**src/rtl/register_file.sv**
```systemverilog
// register_file: architectural register file with per-register rename tags.
// Each register holds a committed value, a busy bit and the ROB slot that will
// produce its next value. Dispatch reads either a ready value or that ROB slot.
// Optional feature: define RF_BYPASS_EN to forward a same-cycle commit to the
// read ports (value always, busy cleared only when the commit owns the rename).
module register_file #(
    parameter int ROB_IDX_W = 4
) (
    input  logic                 clk_in,
    input  logic                 rst_in,
    input  logic                 rdy_in,
    input  logic                 clear_in,
    input  logic                 issue_req,
    input  logic [4:0]           issue_rd,
    input  logic [ROB_IDX_W-1:0] issue_rob_id,
    input  logic [4:0]           commit_rd,
    input  logic [31:0]          commit_val,
    input  logic [ROB_IDX_W-1:0] commit_rob_id,
    input  logic [4:0]           rs1_addr,
    input  logic [4:0]           rs2_addr,
    output logic [31:0]          rs1_val,
    output logic [31:0]          rs2_val,
    output logic                 rs1_busy,
    output logic                 rs2_busy,
    output logic [ROB_IDX_W-1:0] rs1_rob_id,
    output logic [ROB_IDX_W-1:0] rs2_rob_id
);

    logic [31:0]          val_q [32];
    logic [31:0]          val_d [32];
    logic [31:0]          busy_q;
    logic [31:0]          busy_d;
    logic [ROB_IDX_W-1:0] tag_q [32];
    logic [ROB_IDX_W-1:0] tag_d [32];

    logic [4:0]           rd_addr [2];
    logic [31:0]          rd_val  [2];
    logic                 rd_busy [2];
    logic [ROB_IDX_W-1:0] rd_tag  [2];

    logic commit_en;
    logic issue_en;

    assign commit_en = rdy_in && (commit_rd != 5'd0);
    assign issue_en  = rdy_in && !clear_in && issue_req && (issue_rd != 5'd0);

    // Next state: commit writes the value and retires the rename only if it still owns it; clear drops all renames; issue overrides commit.
    always_comb begin
        val_d  = val_q;
        busy_d = busy_q;
        tag_d  = tag_q;
        if (commit_en) begin
            val_d[commit_rd] = commit_val;
            if (tag_q[commit_rd] == commit_rob_id) begin
                busy_d[commit_rd] = 1'b0;
            end
        end
        if (rdy_in && clear_in) begin
            busy_d = '0;
        end else if (issue_en) begin
            busy_d[issue_rd] = 1'b1;
            tag_d[issue_rd]  = issue_rob_id;
        end
    end

    // State registers with synchronous reset; x0 is never written so it stays zero.
    always_ff @(posedge clk_in) begin
        if (rst_in) begin
            busy_q <= '0;
            for (int i = 0; i < 32; i++) begin
                val_q[i] <= '0;
                tag_q[i] <= '0;
            end
        end else begin
            busy_q <= busy_d;
            for (int i = 0; i < 32; i++) begin
                val_q[i] <= val_d[i];
                tag_q[i] <= tag_d[i];
            end
        end
    end

    assign rd_addr[0] = rs1_addr;
    assign rd_addr[1] = rs2_addr;

    // Combinational operand reads from current state, with optional commit forwarding and x0 forced to zero.
    always_comb begin
        for (int p = 0; p < 2; p++) begin
            rd_val[p]  = val_q[rd_addr[p]];
            rd_busy[p] = busy_q[rd_addr[p]];
            rd_tag[p]  = tag_q[rd_addr[p]];
`ifdef RF_BYPASS_EN
            if (commit_en && (rd_addr[p] == commit_rd)) begin
                rd_val[p] = commit_val;
                if (busy_q[commit_rd] && (tag_q[commit_rd] == commit_rob_id)) begin
                    rd_busy[p] = 1'b0;
                end
            end
`endif
            if (rd_addr[p] == 5'd0) begin
                rd_val[p]  = '0;
                rd_busy[p] = 1'b0;
                rd_tag[p]  = '0;
            end
        end
    end

    assign rs1_val    = rd_val[0];
    assign rs1_busy   = rd_busy[0];
    assign rs1_rob_id = rd_tag[0];
    assign rs2_val    = rd_val[1];
    assign rs2_busy   = rd_busy[1];
    assign rs2_rob_id = rd_tag[1];

endmodule

```
**config.mk**
```make
export PLATFORM = sky130hd
export DESIGN_NAME = register_file
export DESIGN_NICKNAME = d
export VERILOG_FILES = /design/src/rtl/register_file.sv
export SDC_FILE = /design/constraint.sdc
export NUM_CORES = 2
export LEC_CHECK = 0
export CAP_MARGIN = 20
export CORE_ASPECT_RATIO = 0.6
export CORE_MARGIN = 4
export CORE_UTILIZATION = 45
export CTS_BUF_LIST = sky130_fd_sc_hd__clkbuf_2
export DETAILED_ROUTE_END_ITERATION = 10
export PLACE_DENSITY_LB_ADDON = 0.1
export RECOVER_POWER = 25
export SLEW_MARGIN = 20
export SYNTH_ARGS = -nofsm -noshare
export SYNTH_HDL_FRONTEND = slang
export SYNTH_SLANG_ARGS = --single-unit
export TNS_END_PERCENT = 5
```
**constraint.sdc**
```tcl
create_clock -name clk_in -period 4.05 [get_ports clk_in]
set_input_delay 0.6075 -clock clk_in [delete_from_list [all_inputs] [get_ports clk_in]]
set_output_delay 0.6075 -clock clk_in [all_outputs]
set_load 0.005 [all_outputs]
```
==> results.md <==
* Post-synthesis async set-or-reset flop share at 0%
* Pin count of the biggest net entering global routing at between 100 and 150
* Routed Antenna Nets at 0
* Die area at ~140000 sq um
* Final setup fails at 133
* Initial antenna violation count at 7
* Worst VDD drop at about 250 uV
* Gr usage total at 36.2%
* Critical path startpoint: commit_rd[2]
* Main area contributors after synthesis: dfxtp_1 (39%), mux4_2 (28%), nand2_1 (13%)
* Critical path destination: val_q[946]
* Filler-free cell count of the finished design at 8581
* Most frequent cell after synthesis: nand2_1
* Post-DP HPWL at about 160000 um
* Avg WL per Cell at 30.4 um
* Total CTS buffers at 301
* I/O pin count at roughly 140
* Grt ovf at 0
* Fin crit period at 4.34 ns
* Arr. time, crit path at 5.75 ns
* Mapped Nets at ~6500
* RePlAce Congestion at roughly 0.92
* Clock Latency Late Sink at approximately 1.6 ns
* DRC Markers at 0
* Post-synth EDFFs at 0
* PnR worst setup slack at -0.286 ns
* Share of the synthesized area in the top cell type at between 30% and 40%
* Chip Height at 292 um
* Status: complete, but fails checks
* CP Max Fanout at 28
* Core area at ~130000 sq um
* Cell taking the most area after synthesis: dfxtp_1
* Syn avg cell area at 9.46 sq um
* Sequential fraction of the synthesis area at between 30 and 40%
* Lkg Pwr at 23.2 nW
* Violated checks: max-capacitance violations, max-slew violations, negative setup slack
* Port-buffer cells at around 140
* Starting Density at between 40% and 50%
* Setup CP Type: input port to flip-flop
* Commonest cells in the synthesized netlist: nand2_1 (2134), dfxtp_1 (1184), a21oi_1 (1063)
* WL final at roughly 260000 um
* Vias in the first global route at a little over 50000
* Maximum clock path buffer count at 4
* Worst hold slack at around 0.14 ns
* CTS tree: done
* First-pass GRT wire length at between 300000 and 400000 um
* Via count at ~55000
* Synth Flop Type: dfxtp_1
* Clock skew at 0.0819 ns
* Worst Tran Pin Value at between 2 and 3 ns
* Site row count at roughly 100
* Required @ worst endpoint at ~5.5 ns
* Final slew viol count at 875
* Drt first pass iters at 6
* Vias per cell at 6.38
* Die X at ~480 um
* Inst Count DP at ~8000
* Post-Syn Instances at 6388
* Synthesized area at a little over 60000 sq um
* Area growth syn-to-layout at 14.2%
* Pwr/cell area at 318 nW/um^2
* Fmax at approximately 0.23 GHz
* Slew headroom at -71.1%
* RSZ-0062 raised after global routing: true
* Reg2reg setup slack at around 0.53 ns
* Max_cap viols at 13
* CP Capture Type: flip-flop
* Worst Reg2Reg Path Length in Cells at 10
* Starting DRT DRC Count at 8363
* Clk sinks at roughly 1200
* Yosys cell types at 37
* Clock-pin slew of the registers on the worst-case setup and hold paths at 0.12 ns
* Layout cells sized above 1 at a little over a quarter
* Startpoint Class: input port
* Flip-flop and latch count after synthesis at about 1200
* HP Class: input port to flip-flop
* FF-to-FF End: busy_q[19]
* CTS root buf: clkbuf_2
* H-Tree Depth at 5
* YS warnings at 0
* Tcrit/Tclk final at 107%
* R2r startpoint: tag_q[113]
* Final Hold Vio Count at 0
* Nets at ~6700
sequential cells by signal, indices dropped and copies added (netlist names):
name and cells:
val_q 1024, tag_q 128, busy_q 32
cells in the final DEF (no fill, tap or decap), drive strengths merged:
cell type      netlist  final
nand4                1      1
nor4                11     11
a21oi             1063   1063
nor3                 5      5
diode                0      4
inv                 18     21
and2                 3      3
o22ai               32     32
a31oi               17     17
or4b                 4      4
nand3b               2      2
buf                123    375
xor2                 4      4
clkdlybuf4s50        0     33
or4bb                6      6
dlygate4sd2          0      4
nor2               205    205
or4                  3      3
mux4               740    740
mux2i              206    206
o21ai               35     35
or3                  1      1
bufinv               0      1
nand2b               4      4
or2                  2      2
dlygate4sd3          0     69
clkinv               0     58
nand2             2134   2134
clkdlybuf4s15        0      6
dfxtp             1184   1184
clkbuf             510    488
nor3b                1      1
nor2b               44     44
and3                 2      2
or3b                 1      1
nand4b               4      4
and3b                1      1
nand3               22     22
metrics by stage:
step	setup slack (ns)	power, mW	utilization [%]	TNS (ns)	instance area (sq um)
CTS	-0.326	22.0	52.2	-17.85	69200
detailed placement	-0.186	14.1	49.7	-0.250	65800
finish	-0.286	21.9	52.1	-16.18	69000
global route	-0.229	22.7	52.1	-9.59	69000
floorplan	0.877	13.2	-	0	60400
global placement	-0.182	14.1	49.7	-0.264	65800
cell type report:
cell class / instances / area (sq um)
Clock inverter: 62 / 268
Fill cell: 12200 / 63500
Tap cell: 1785 / 2230
Inverter: 18 / 67.6
Clock buffer: 420 / 2100
Antenna cell: 4 / 10.0
Multi-Input combinational cell: 4553 / 35000
Timing Repair Buffer: 555 / 5430
Sequential cell: 1184 / 23900
cell families after synthesis:
family	synth area share, %
compound gates	9.60
xor+xnor	0.0704
buf+inv	4.27
flops	39.2
mux	31.0
simple gates	15.8
how the worst min path moves through the flow:
stage | startpoint | endpoint | cells past startpoint
floorplan | val_q[160] | val_q[160] | 2
global placement | val_q[978] | val_q[978] | 2
detailed placement | val_q[164] | val_q[164] | 2
CTS | commit_val[3] | val_q[643] | 3
global route | commit_val[6] | val_q[390] | 4
finish | commit_val[6] | val_q[390] | 4
where the power goes:
group	internal [mW]	leakage, nW	total (mW)	switching, mW
Sequential	11.7	9.60	11.8	0.0625
Clock	2.80	1.88	7.99	5.19
Combinational	0.780	11.7	2.17	1.39
Total	15.3	23.2	21.9	6.65
metal layers:
| metal | share of wire [%] | vias up | global-route usage, % | wire length (um) |
|---|---|---|---|---|
| li1 | - | 23100 | - | - |
| met1 | 40 | 27100 | 51.1 | 104000 |
| met2 | 41 | 4012 | 49.9 | 108000 |
| met3 | 15 | 581 | 14.4 | 39700 |
| met4 | 3.4 | 6 | 13.6 | 8910 |
| met5 | 0.031 | - | 0.301 | 81 |
critical path, cell delays in order:
cell and delay, ns:
dlygate4sd3_1 0.52, clkbuf_1 0.82, clkbuf_1 1.59, nor3_1 0.28, nand2_1 0.69, clkbuf_4 0.85
nand2_1 0.12, a21oi_1 0.18
timing repair:
item | CTS | global route
gates resized for setup | 373 | 112
pin swaps | 9 | 10
setup buffers | 7 | 2
setup endpoints to repair | 74 | 73
hold buffers | 60 | 18
endpoints found under the hold margin | 1184 | 279
No activity file was read; power rests on OpenSTA's default activity.
